### config.mk
export PLATFORM = sky130hd
export DESIGN_NAME = isa_bus_cycle_engine
export DESIGN_NICKNAME = d
export VERILOG_FILES = /design/src/rtl/isa_bus_pkg.sv /design/src/rtl/isa_bus_cycle_engine_phase_counter.sv /design/src/rtl/isa_bus_cycle_engine.sv
export SDC_FILE = /design/constraint.sdc
export NUM_CORES = 1
export LEC_CHECK = 0
export BUFFER_PORTS_ARGS = -buffer_cell sky130_fd_sc_hd__clkbuf_2
export CAP_MARGIN = 20
export CORE_ASPECT_RATIO = 0.7
export CORE_MARGIN = 2
export CORE_UTILIZATION = 48
export DETAILED_ROUTE_END_ITERATION = 6
export GPL_ROUTABILITY_DRIVEN = 0
export PLACE_DENSITY = 0.82
export SETUP_SLACK_MARGIN = 0.3
export SLEW_MARGIN = 0
export SYNTH_ARGS = -nofsm -noshare
export SYNTH_HDL_FRONTEND = slang
export SYNTH_HIERARCHICAL = 1
export SYNTH_SLANG_ARGS = --single-unit
### constraint.sdc
create_clock -name clk_i -period 3.7 [get_ports clk_i]
set_input_delay 0.185 -clock clk_i [delete_from_list [all_inputs] [get_ports clk_i]]
set_output_delay 0.185 -clock clk_i [all_outputs]
set_load 0.05 [all_outputs]
### src/rtl/isa_bus_pkg.sv
// Shared definitions for the ISA bus cycle engine: state encoding, strobe levels and
// the read-fault data pattern.
package isa_bus_pkg;

  // Widest ISA data bus the engine supports.
  localparam int unsigned MaxDataW = 16;

  typedef logic [2:0] isa_state_t;

  localparam isa_state_t StIdle   = 3'd0;
  localparam isa_state_t StSetup  = 3'd1;
  localparam isa_state_t StStrobe = 3'd2;
  localparam isa_state_t StWait   = 3'd3;
  localparam isa_state_t StHold   = 3'd4;

  // ISA IOR#/IOW# are active low.
  localparam logic StrobeOff = 1'b1;

  // Data returned to the HPS when a read is abandoned on an IOCHRDY timeout.
  function automatic logic [MaxDataW-1:0] read_fault_value(input int unsigned width);
    logic [MaxDataW-1:0] v;
    v = '0;
    for (int unsigned i = 0; i < MaxDataW; i++) begin
      if (i < width) begin
        v[i] = 1'b1;
      end
    end
    return v;
  endfunction

endpackage

### src/rtl/isa_bus_cycle_engine_phase_counter.sv
// Loadable down-counter with a zero flag; times every phase of an ISA cycle.
module isa_phase_counter #(
  parameter int unsigned Width = 8
) (
  input  logic             clk_i,
  input  logic             rst_ni,
  input  logic             load_i,
  input  logic [Width-1:0] load_val_i,
  output logic             zero_o
);

  logic [Width-1:0] cnt_q, cnt_d;

  always_comb begin
    cnt_d = cnt_q;
    if (load_i) begin
      cnt_d = load_val_i;
    end else if (cnt_q != '0) begin
      cnt_d = cnt_q - Width'(1);
    end
  end

  always_ff @(posedge clk_i or negedge rst_ni) begin
    if (!rst_ni) begin
      cnt_q <= '0;
    end else begin
      cnt_q <= cnt_d;
    end
  end

  assign zero_o = (cnt_q == '0);

endmodule

### src/rtl/isa_bus_cycle_engine.sv
// Timed ISA I/O cycle engine: setup, IOR#/IOW# strobe, IOCHRDY extension, hold.
// Define ISA_TIMEOUT_EN to bound IOCHRDY waits to TIMEOUT_CYC cycles and flag err_o.
module isa_bus_cycle_engine
  import isa_bus_pkg::*;
#(
  parameter int unsigned DATA_W      = 16,
  parameter int unsigned ADDR_W      = 16,
  parameter int unsigned SETUP_CYC   = 2,
  parameter int unsigned STROBE_CYC  = 8,
  parameter int unsigned HOLD_CYC    = 2,
  parameter int unsigned CNT_W       = 8,
  parameter int unsigned TIMEOUT_CYC = 64
) (
  input  logic              clk_i,
  input  logic              rst_ni,
  input  logic              req_i,
  input  logic              wr_i,
  input  logic [ADDR_W-1:0] addr_hps_i,
  input  logic [DATA_W-1:0] data_hps_i,
  input  logic [DATA_W-1:0] data_bus_i,
  input  logic              iochrdy_i,
  output logic              ior_n_o,
  output logic              iow_n_o,
  output logic [ADDR_W-1:0] address_bus_o,
  output logic [DATA_W-1:0] data_bus_o,
  output logic              data_bus_oe_o,
  output logic [DATA_W-1:0] data_hps_o,
  output logic              busy_o,
  output logic              done_o,
  output logic              err_o
);

  // Counter reload values: a phase of N cycles loads N-1 and ends on the zero flag.
  localparam logic [CNT_W-1:0] SetupLd  = CNT_W'((SETUP_CYC > 0) ? SETUP_CYC - 1 : 0);
  localparam logic [CNT_W-1:0] StrobeLd = CNT_W'((STROBE_CYC > 0) ? STROBE_CYC - 1 : 0);
  localparam logic [CNT_W-1:0] HoldLd   = CNT_W'((HOLD_CYC > 0) ? HOLD_CYC - 1 : 0);

  isa_state_t        state_q, state_d;
  logic              wr_q, wr_d;
  logic [ADDR_W-1:0] addr_q;
  logic [DATA_W-1:0] wdata_q;
  logic [DATA_W-1:0] data_hps_q, data_hps_d;
  logic              ior_n_q, ior_n_d;
  logic              iow_n_q, iow_n_d;
  logic              oe_q, oe_d;
  logic              busy_q, busy_d;
  logic              done_q, done_d;
  logic              strobe_d;
  logic              accept;
  logic              end_strobe;
  logic              cnt_load;
  logic [CNT_W-1:0]  cnt_ld_val;
  logic              cnt_zero;

`ifdef ISA_TIMEOUT_EN
  localparam logic [CNT_W-1:0] TimeoutLd = CNT_W'((TIMEOUT_CYC > 0) ? TIMEOUT_CYC - 1 : 0);
  localparam logic [MaxDataW-1:0] FaultWide = read_fault_value(DATA_W);
  localparam logic [DATA_W-1:0] FaultVal = FaultWide[DATA_W-1:0];

  logic timeout_hit;
  logic err_pend_q, err_pend_d;
  logic err_q, err_d;
`endif

  isa_phase_counter #(
    .Width(CNT_W)
  ) u_phase_counter (
    .clk_i      (clk_i),
    .rst_ni     (rst_ni),
    .load_i     (cnt_load),
    .load_val_i (cnt_ld_val),
    .zero_o     (cnt_zero)
  );

  always_comb begin
    state_d    = state_q;
    cnt_load   = 1'b0;
    cnt_ld_val = '0;
    accept     = 1'b0;
    end_strobe = 1'b0;
    done_d     = 1'b0;
`ifdef ISA_TIMEOUT_EN
    timeout_hit = 1'b0;
`endif
    case (state_q)
      StIdle: begin
        if (req_i) begin
          accept   = 1'b1;
          cnt_load = 1'b1;
          if (SETUP_CYC > 0) begin
            state_d    = StSetup;
            cnt_ld_val = SetupLd;
          end else begin
            state_d    = StStrobe;
            cnt_ld_val = StrobeLd;
          end
        end
      end
      StSetup: begin
        if (cnt_zero) begin
          state_d    = StStrobe;
          cnt_load   = 1'b1;
          cnt_ld_val = StrobeLd;
        end
      end
      StStrobe: begin
        // IOCHRDY is only honoured in the final minimum-strobe cycle.
        if (cnt_zero) begin
          if (!iochrdy_i) begin
            state_d = StWait;
`ifdef ISA_TIMEOUT_EN
            cnt_load   = 1'b1;
            cnt_ld_val = TimeoutLd;
`endif
          end else begin
            end_strobe = 1'b1;
          end
        end
      end
      StWait: begin
        if (iochrdy_i) begin
          end_strobe = 1'b1;
`ifdef ISA_TIMEOUT_EN
        end else if (cnt_zero) begin
          end_strobe  = 1'b1;
          timeout_hit = 1'b1;
`endif
        end
      end
      StHold: begin
        if (cnt_zero) begin
          state_d = StIdle;
          done_d  = 1'b1;
        end
      end
      default: state_d = StIdle;
    endcase

    if (end_strobe) begin
      if (HOLD_CYC > 0) begin
        state_d    = StHold;
        cnt_load   = 1'b1;
        cnt_ld_val = HoldLd;
      end else begin
        state_d = StIdle;
        done_d  = 1'b1;
      end
    end
  end

  always_comb begin
    data_hps_d = data_hps_q;
    if (end_strobe && !wr_q) begin
`ifdef ISA_TIMEOUT_EN
      data_hps_d = timeout_hit ? FaultVal : data_bus_i;
`else
      data_hps_d = data_bus_i;
`endif
    end
  end

`ifdef ISA_TIMEOUT_EN
  // A timeout is remembered through HOLD so err lines up with done.
  always_comb begin
    err_d      = done_d & (err_pend_q | timeout_hit);
    err_pend_d = done_d ? 1'b0 : (err_pend_q | timeout_hit);
  end
`endif

  // Pin outputs are registered from the next state so the strobes never glitch.
  always_comb begin
    wr_d     = accept ? wr_i : wr_q;
    strobe_d = (state_d == StStrobe) || (state_d == StWait);
    ior_n_d  = (strobe_d && !wr_d) ? ~StrobeOff : StrobeOff;
    iow_n_d  = (strobe_d && wr_d) ? ~StrobeOff : StrobeOff;
    busy_d   = (state_d != StIdle);
    oe_d     = busy_d && wr_d;
  end

  always_ff @(posedge clk_i or negedge rst_ni) begin
    if (!rst_ni) begin
      state_q    <= StIdle;
      wr_q       <= 1'b0;
      addr_q     <= '0;
      wdata_q    <= '0;
      data_hps_q <= '0;
      ior_n_q    <= StrobeOff;
      iow_n_q    <= StrobeOff;
      oe_q       <= 1'b0;
      busy_q     <= 1'b0;
      done_q     <= 1'b0;
    end else begin
      state_q    <= state_d;
      wr_q       <= wr_d;
      data_hps_q <= data_hps_d;
      ior_n_q    <= ior_n_d;
      iow_n_q    <= iow_n_d;
      oe_q       <= oe_d;
      busy_q     <= busy_d;
      done_q     <= done_d;
      if (accept) begin
        addr_q  <= addr_hps_i;
        wdata_q <= data_hps_i;
      end
    end
  end

`ifdef ISA_TIMEOUT_EN
  always_ff @(posedge clk_i or negedge rst_ni) begin
    if (!rst_ni) begin
      err_pend_q <= 1'b0;
      err_q      <= 1'b0;
    end else begin
      err_pend_q <= err_pend_d;
      err_q      <= err_d;
    end
  end

  assign err_o = err_q;
`else
  assign err_o = 1'b0;
`endif

  assign ior_n_o       = ior_n_q;
  assign iow_n_o       = iow_n_q;
  assign address_bus_o = addr_q;
  assign data_bus_o    = wdata_q;
  assign data_bus_oe_o = oe_q;
  assign data_hps_o    = data_hps_q;
  assign busy_o        = busy_q;
  assign done_o        = done_q;

endmodule
# [Word level (Yosys, flattened, before mapping)]
# Cells that the tools add are included.
[totals] register_bits=65 word_cells=55
[classes] n_addsub=1 n_eq_ne=6 muxes=25 n_reduce_logical=12
[op_table] op="$mux W8" n=3
[op_table] op="$mux W3" n=7
[op_table] op="$pmux W3 S5" n=1
[op_table] op="$eq A3 B2 Y1 const B" n=4
[op_table] op="$mux W1" n=11
[op_table] op="$logic_not A8 Y1" n=1
[op_table] op="$reduce_bool A8 Y1" n=1
[op_table] op="$sub A8 B1 Y8 const B" n=1
[op_table] op="$pmux W3 S2" n=1
[op_table] op="$logic_and A1 B1 Y1" n=4
[op_table] op="$pmux W1 S2" n=2
[op_table] op="$eq A3 B1 Y1 const B" n=1
[op_table] op="$eq A3 B3 Y1 const B" n=1
[op_table] op="$logic_not A3 Y1" n=1
[op_table] op="$reduce_bool A3 Y1" n=1
[op_table] op="$logic_not A1 Y1" n=2
[op_table] op="$reduce_bool A2 Y1" n=1
[op_table] op="$logic_or A1 B1 Y1" n=1

# [Logic depth before layout (Yosys ltp)]
# Gate-level depths: netlist of run 1.
[logic_depth] word_depth=8 mapped_depth=10 ltp_nobuf=9

# [Modules after synthesis]
# Netlist of run 1, hierarchy kept.
[by_module_without_submodules] mod="isa_bus_cycle_engine" instances=1 cells_per_inst=143 area_each_um2=2263.4 seq_area_each_um2=1428.9
[by_module_without_submodules] mod="isa_phase_counter" instances=1 cells_per_inst=54 area_each_um2=476.7 seq_area_each_um2=200.2

# [Worst setup path after synthesis of run 1]
# Ideal clock, no wire load.
[synth_timing] kind="flip-flop to flip-flop" start="register u_phase_counter.cnt_q[0]" end="register u_phase_counter.cnt_q[4]" arrival_time_ns=2.841 setup_slack_ns=0.780 stages_incl_launch_ff=11 path_cell_list="dfrtp_1 -> inv_1 -> ha_1 -> or3b_1 -> clkbuf_2 -> nor2_1 -> nor2_1 -> a2111oi_0 -> dlygate4sd1_1 -> a21oi_1 -> a2bb2oi_1"
[synth_via] elab_chain_len=5
[synth_rtl] element="from (decl)" line="isa_bus_cycle_engine_phase_counter.sv:12" rtl="logic [Width-1:0] cnt_q, cnt_d;"
[synth_rtl] element="from (signal assigned)" line="isa_bus_cycle_engine_phase_counter.sv:27" rtl="cnt_q <= cnt_d;"
[synth_rtl] element="$logic_not A8 Y1 (*)" line="isa_bus_cycle_engine_phase_counter.sv:31" rtl="assign zero_o = (cnt_q == '0);"
[synth_rtl] element="net cnt_zero" line="isa_bus_cycle_engine.sv:53" rtl="logic cnt_zero;"
[synth_rtl] element="$mux W1, on equally long branches" line="isa_bus_cycle_engine.sv:100, isa_bus_cycle_engine.sv:108"
[synth_rtl] element="$pmux W1 S2" line="isa_bus_cycle_engine.sv:85" rtl="case (state_q)"
[synth_rtl] element="$mux W1 (*)" line="isa_bus_cycle_engine.sv:139" rtl="if (end_strobe) begin"
[synth_rtl] element="$mux W8 or $reduce_bool A2 Y1 (tied branches)"
# The timed path passes the listed nets; every way through them passes the cells marked *. The select of a mux whose other input is x is not followed.
# A chain may end at the register's enable or synchronous reset.

# [Worst setup path after layout of run 1]
[layout_timing] start="register u_phase_counter.cnt_q[0]" end="register u_phase_counter.cnt_q[5]"
# Same word-level chain as after synthesis.

==> results of run 1 <==
metrics by stage:
| stage | setup WS [ns] | cells | hold WS, ns | utilization | area [um^2] |
|---|---|---|---|---|---|
| floorplan | 0.780 | 202 | -0.111 | - | 2760 |
| global placement | 1.04 | 373 | 0.377 | 0.619 | 3320 |
| detailed placement | 0.909 | 373 | 0.371 | 0.619 | 3320 |
| CTS | 0.917 | 389 | 0.00511 | 0.659 | 3540 |
| global route | 0.625 | 389 | 0.0534 | 0.659 | 3540 |
| finish | 0.891 | 389 | -0.0139 | 0.659 | 3540 |
area by class of cell:
type                       count  area [um^2]
fill                         413         1830
sequential                    65         1630
multi-input combinational    122         1030
timing repair buffer         109          556
clock buffer                  13          149
tap                           72         90.1
clock inverter                 3         65.1
inverter                       5         18.8
cell families (layout without fill, tap and decap cells):
logic type,after synthesis,in the layout,synth area share
muxes,49,49,0.203
and+or+nand+nor,39,39,0.0890
adders and majority gates,1,1,0.00457
AOI/OAI and AO/OA,25,25,0.0630
other,1,6,0.00137
xor gates and xnor gates,2,2,0.00639
DFF,65,65,0.595
buffers and inverters,15,130,0.0384
path summary, 6_finish.rpt:
kind	endpoint	slack (ns)	cells past startpoint
min in group clk_i	data_bus_o[15]	0.08	2
max in group asynchronous	iow_n_o	2.80	2
max reg2reg	u_phase_counter/cnt_q[5]	0.89	9
max	u_phase_counter/cnt_q[5]	0.89	9
min	data_bus_o[6]	-0.01	1
min reg2reg	data_hps_o[1]	0.51	1
cell usage in the layout, fill, tap and decap left out, types with 2 or more instances in the layout:
cell and instances:
dfrtp_1 63, o21ai_0 4, clkbuf_8 10, clkbuf_1 3, or4_1 2, nor4b_4 2
mux2_2 48, inv_1 5, xnor2_1 2, conb_1 6, nor3_1 5, nand3_1 3
dfstp_2 2, o22ai_1 2, o31ai_1 3, clkbuf_2 105, bufinv_16 2, a21oi_1 4
buf_4 4, nor2_1 8, nand2_1 8, nor4_1 2, a31oi_1 2
metal layers:
| metal | vias up | track usage | routed length (um) |
|---|---|---|---|
| met5 | - | 0 | 0 |
| met1 | 957 | 0.237 | 2480 |
| li1 | 942 | - | - |
| met4 | 0 | 0.0761 | 93 |
| met3 | 10 | 0.0804 | 523 |
| met2 | 83 | 0.303 | 2390 |
state kept, by name (all words and copies together) (netlist names), 3 cells and up:
| name | cells |
|---|---|
| u_phase_counter/cnt_q | 8 |
| data_bus_o | 16 |
| address_bus_o | 16 |
| data_hps_o | 16 |
| state_q | 3 |
critical path: stages (launching register included):
cell and delay (ns):
dfrtp_1 0.42, inv_1 0.09, ha_1 0.22, or3b_1 0.47, nor2_1 0.42, nor2_1 0.12
a2111oi_2 0.30, buf_4 0.24, inv_1 0.12, a221oi_1 0.29
==> impl_results.md, run 1 <==
* Starting density of the core at 0.510
* Total CTS buffers at 9
* Synth top area share at 0.575
* Die ar. at between 6000 and 7000 um^2
* Max Clock Skew at between 0.003 and 0.004 ns
* Register area share after synthesis at 0.595
* Count of clock tree sinks at 65
* Hold Crit Class: in -> async
* CTS root buf: clkbuf_8
* Most frequent cells after synthesis: dfrtp_1, mux2_2, nand2_1, nor2_1
* Vias/cell at a little over 5
* Number of inserted diodes at 0
* Die W at around 94 um
* Drt wl/cell at between 10 and 15 um
* Async set-or-reset flop fraction in the synthesized netlist at 1.00
* TritonCTS clock tree: done
* Ports at 107
* CP max FO at 14
* DP HPWL at 3980 um
* Synth-to-layout area growth at 29.1%
* Vias at between 1.5k and 2k
* Final hold vios at 37
* Global-route wire length before repair at approximately 9000 um
* Req. time, crit path at between 3 and 4 ns
* Crit start category: flop
* Worst Path Arrival at approximately 3.0 ns
* Crit path from: u_phase_counter/cnt_q[0]
* # port buffers at about 110
* Worst r2r src: u_phase_counter/cnt_q[0]
* Max Fclk at around 360 MHz
* Synth Warn # at 6
* Hold Worst Slack at -0.0139 ns
* Status: finished with violations
* Measured slew at the worst slew-check pin at 0.936 ns
* Initial DRC Count at 82
* Synthesized area at between 2000 and 3000 um^2
* Synth area leaders: dfrtp_1, mux2_2, buf_6
* Nets at between 300 and 400
* CTS HTree Levels at 3
* Total gr overflow at 0
* Most frequent cell after synthesis: dfrtp_1
* Crit share post-route at 0.759
* CTS clk-pin slew, worst paths at about 0.07 ns
* Max_slew headroom at 0.376
* Setup CP Type: reg -> reg
* Syn Area/Cell at 13.9 um^2
* Post-CTS sizing at 0
* Vias in the first global route at a little over 2k
* Yosys top cell by area: dfrtp_1
* Synthesized instance count at approximately 200
* # hold bufs at CTS at 0
* EDFF count, synth at 0
* Library cells used by synthesis at 45
* Max-slew violation count at 0
* Routed WL at ~5500 um
* Crit. End Element: flop
* Antenna Nets Post-Route at 0
* Largest net degree at the start of global routing at 39
* Max-Cap Viols at 0
* Top FF cell, synth: dfrtp_1
* Initial antenna violation count at 0
* # DRC at 0
* Post-synthesis register bit count at 65
* Row cnt at 22
* Max clock buf depth at 2
* Clock Latency Late Sink at 0.34 ns
* Die H at about 67 um
* Total GRT Usage at 0.191
* Minimum clock period after layout at roughly 2.8 ns
* Setup-failing EPs final at 0
* 1st-pass router iterations at 4
* Post-CTS setup repair buffer count at 0
* Ratio of cells with drive above 1 in the final layout at 0.558
* Unrepaired setup endpoints after global routing: no
* Core area at between 5000 and 6000 um^2
* Total negative setup slack at 0 ns
* Failing checks: negative hold slack
Power of run 1 is left out: the tool's default activity adds up to more than one toggle a clock period on the data nets, which glitch-free logic cannot reach.
==> run 2, diff against run 1 <==
--- a/config.mk
+++ b/config.mk
@@ -5,11 +5,12 @@
 export SDC_FILE = /design/constraint.sdc
 export NUM_CORES = 1
 export LEC_CHECK = 0
+export ABC_AREA = 1
 export BUFFER_PORTS_ARGS = -buffer_cell sky130_fd_sc_hd__clkbuf_2
 export CAP_MARGIN = 20
 export CORE_ASPECT_RATIO = 0.7
 export CORE_MARGIN = 2
-export CORE_UTILIZATION = 48
+export CORE_UTILIZATION = 49
 export DETAILED_ROUTE_END_ITERATION = 6
 export GPL_ROUTABILITY_DRIVEN = 0
 export PLACE_DENSITY = 0.82
==> constraint.sdc (replaced) <==
create_clock -name clk_i -period 2.8 [get_ports clk_i]
set_input_delay 0.14 -clock clk_i [delete_from_list [all_inputs] [get_ports clk_i]]
set_output_delay 0.14 -clock clk_i [all_outputs]
set_load 0.05 [all_outputs]
==> run 2 against run 1 <==
Effect of this change: synthesized cell count rose by 31%; critical path type unchanged; critical endpoint is now u_phase_counter/cnt_q[4]; the run now ends clean; non-clock buffer count fell by 1; utilization fell by 1.1 points.
==> impl_results.md, run 2 <==
* Vias in the first global route at 1988 (-1.4%)
* Max Clock Skew at 0.00878 ns (+0.00526 ns)
* Power per cell area at approximately 1500 nW/um^2
* Vias at 2136 (+7.2%)
* Initial antenna violation count at 0 (unchanged)
* CTS HTree Levels at 3 (unchanged)
* R2r endpoint: u_phase_counter/cnt_q[4]
* Most frequent cells in the layout: clkbuf_2, nand2_1, dfrtp_1
* Critical Path Stages at 11 (+2)
* Synth area leaders: dfrtp_1, mux2_4, nand2_1
* Synth-to-layout area growth at 27.7%
* Library cells used by synthesis at 29 (-36%)
* Starting density of the core at 0.507 (-0.00302)
* Max-slew violation count at 0 (unchanged)
* Antenna Nets Post-Route at 0 (unchanged)
* Synth Warn # at 6 (unchanged)
* Worst Path Arrival at 2.45 ns (-0.59 ns)
* CP max FO at 13 (-1)
* WP buf/inv at 3 (unchanged)
* Synthesized instance count at 259 (+31%)
* Ratio of cells with drive above 1 in the final layout at 0.458 (-0.100)
* Setup-failing EPs final at 0 (unchanged)
* Register area share after synthesis at 0.563 (-0.0311)
* Max clock buf depth at 2 (unchanged)
* Total GRT Usage at 0.186 (-0.00499)
* Commonest non-fill, non-tap cell in the layout: clkbuf_2
* Crit path from: u_phase_counter/cnt_q[0]
* DP HPWL at 4250 um (+6.7%)
* Synth top area share at 0.545 (-0.0301)
* Status: finished clean
* Async set-or-reset flop fraction in the synthesized netlist at 1.00 (unchanged)
* Crit share post-route at 0.788 (+0.0284)
* Vias/cell at 4.69 (-8.3%)
* TritonCTS clock tree: done
* Minimum clock period after layout at 2.21 ns (-0.604 ns)
* Drt wl/cell at 12.7 um (-10%)
* Clock Latency Late Sink at 0.33 ns (about the same)
* Crit-path cells: inv_1, ha_1, nand2_2, nor2_4, inv_1, nand2_1, nand3_4, nand3_2, inv_1, nand2_4, a21boi_1
* Nets at 429 (+17%)
* Post-synthesis register bit count at 65 (unchanged)
* Family with the most delay on the worst path: simple AND/OR/NAND/NOR gates
* Leak Pwr at around 0.0021 uW
* Post-CTS setup repair buffer count at 0 (unchanged)
* Critical path's slowest cell: dfrtp_1
* Syn Area/Cell at 11.2 um^2 (-20%)
* Max_slew headroom at 0.467 (+0.0907)
* EDFF count, synth at 0 (unchanged)
* Die ar. at 6540 um^2 (+3.2%)
* Crit start category: flop
* Core area at 5700 um^2 (+6.2%)
* CTS clk-pin slew, worst paths at 0.07 ns (about the same)
* Req. time, crit path at 3.05 ns (-0.88 ns)
* Most common cell on crit path: inv_1
* Most frequent cell after synthesis: nand2_1
* Top FF cell, synth: dfrtp_1
* Total gr overflow at 0 (unchanged)
* Hold Crit Class: in -> reg
* Crit. End Element: flop
* Unrepaired setup endpoints after global routing: no
* Worst VDD drop at 0.948 mV
* Synthesized area at 2890 um^2 (+5.5%)
* Total negative setup slack at 0 ns (unchanged)
* Most frequent cells after synthesis: nand2_1, dfrtp_1, mux2_4
* Placed Area at 3470 um^2 (+4.4%)
* Hold Worst Slack at 0.0359 ns (+0.0498 ns)
* Setup CP Type: reg -> reg
* Number of inserted diodes at 0 (unchanged)
* Routed WL at 5760 um (+4.8%)
* Row cnt at 23 (+4.5%)
* # DRC at 0 (unchanged)
* Initial DRC Count at 92 (+12%)
* Worst Hold Launch: addr_hps_i[14]
* Yosys top cell by area: dfrtp_1
* # port buffers at 105 (unchanged)
* Global-route wire length before repair at 8960 um (-1.5%)
* Largest net degree at the start of global routing at 66 (+69%)
* Measured slew at the worst slew-check pin at 0.800 ns (-0.136 ns)
* R2r setup slk at 0.59 ns (-0.30 ns)
* Final hold vios at 0 (-100%)
* Max Fclk at 453 MHz (+27%)
* Max incr delay on CP at 0.37 ns (-0.10 ns)
* Ports at 107 (unchanged)
* Die W at 95.8 um (+1.6%)
* Max-Cap Viols at 0 (unchanged)
* Design Area, Final at 3690 um^2 (+4.4%)
* Depth of the worst register-to-register path at 11 (+2)
* Fillcell total at 466 (+13%)
* Hold endpoint: address_bus_o[14]
* CTS root buf: clkbuf_8
* Worst r2r src: u_phase_counter/cnt_q[0]
* Count of clock tree sinks at 65 (unchanged)
* 1st-pass router iterations at 4 (unchanged)
* Hold depth at 2
* Total CTS buffers at 9 (unchanged)
* Die H at 68.3 um (+1.6%)
run 2: cell count changes after synthesis, sizes merged, moves of 4 or more:
cell,change
a21oi,-4
inv,+13
mux2,-17
nand2,+64
nand3,+24
nor2,+14
nor3,-5
o21ai,+4
run 2: area by class of cell:
| type | count | area [um^2] | share of cell area |
|---|---|---|---|
| timing repair buffer | 108 | 551 | 0.149 |
| tap | 75 | 93.8 | 0.0254 |
| multi-input combinational | 172 | 1140 | 0.309 |
| clock inverter | 4 | 51.3 | 0.0139 |
| sequential | 65 | 1630 | 0.441 |
| clock buffer | 12 | 155 | 0.0420 |
| inverter | 19 | 73.8 | 0.0200 |
run 2: repair_timing:
action	in CTS	in global routing
setup endpoints to repair	0	3
hold endpoints to repair	16	0
gates resized for setup	0	1
hold buffers	1	0
run 2: worst max path at each step:
stage	to
2_1_floorplan	u_phase_counter/cnt_q[0]
3_5_place_dp	u_phase_counter/cnt_q[4]
3_3_place_gp	u_phase_counter/cnt_q[4]
5_1_grt	u_phase_counter/cnt_q[4]
4_1_cts	u_phase_counter/cnt_q[4]
6_report	u_phase_counter/cnt_q[4]
run 2: where the power goes:
| group | leakage, uW | total [uW] | switching (uW) | internal [uW] |
|---|---|---|---|---|
| combinational | 0.00120 | 2930 | 2040 | 882 |
| sequential | 0.000794 | 1660 | 276 | 1390 |
| clock | 0.000103 | 796 | 336 | 460 |
| total | 0.00210 | 5390 | 2660 | 2730 |
run 2: per-layer routing:
metal / vias to the layer above / share of wire / global-route usage
li1: 1058 / - / -
met1: 987 / 0.45 / 0.241
met2: 85 / 0.45 / 0.278
met3: 6 / 0.091 / 0.0727
met4: 0 / 0.0094 / 0.0893
met5: - / 0 / 0
run 2: cells by family after synthesis:
logic type | count (synthesis) | synth area share
simple gates | 122 | 0.192
compound gates | 9 | 0.0203
mux | 32 | 0.162
fa+ha+maj | 1 | 0.00433
xor+xnor | 2 | 0.00606
other cells | 1 | 0.00130
buf+inv | 27 | 0.0506
flops | 65 | 0.563
run 2: metrics by stage:
step / utilization / total power (uW) / cells / setup slack (ns)
finish: 0.648 / 5390 / 455 / 0.595
global route: 0.648 / 5720 / 455 / 0.454
CTS: 0.647 / 5430 / 455 / 0.421
detailed placement: 0.609 / 4620 / 438 / 0.438
global placement: 0.609 / 4530 / 438 / 0.636
floorplan: - / 3990 / 264 / 0.898
Power figures use the tool's default switching activity.
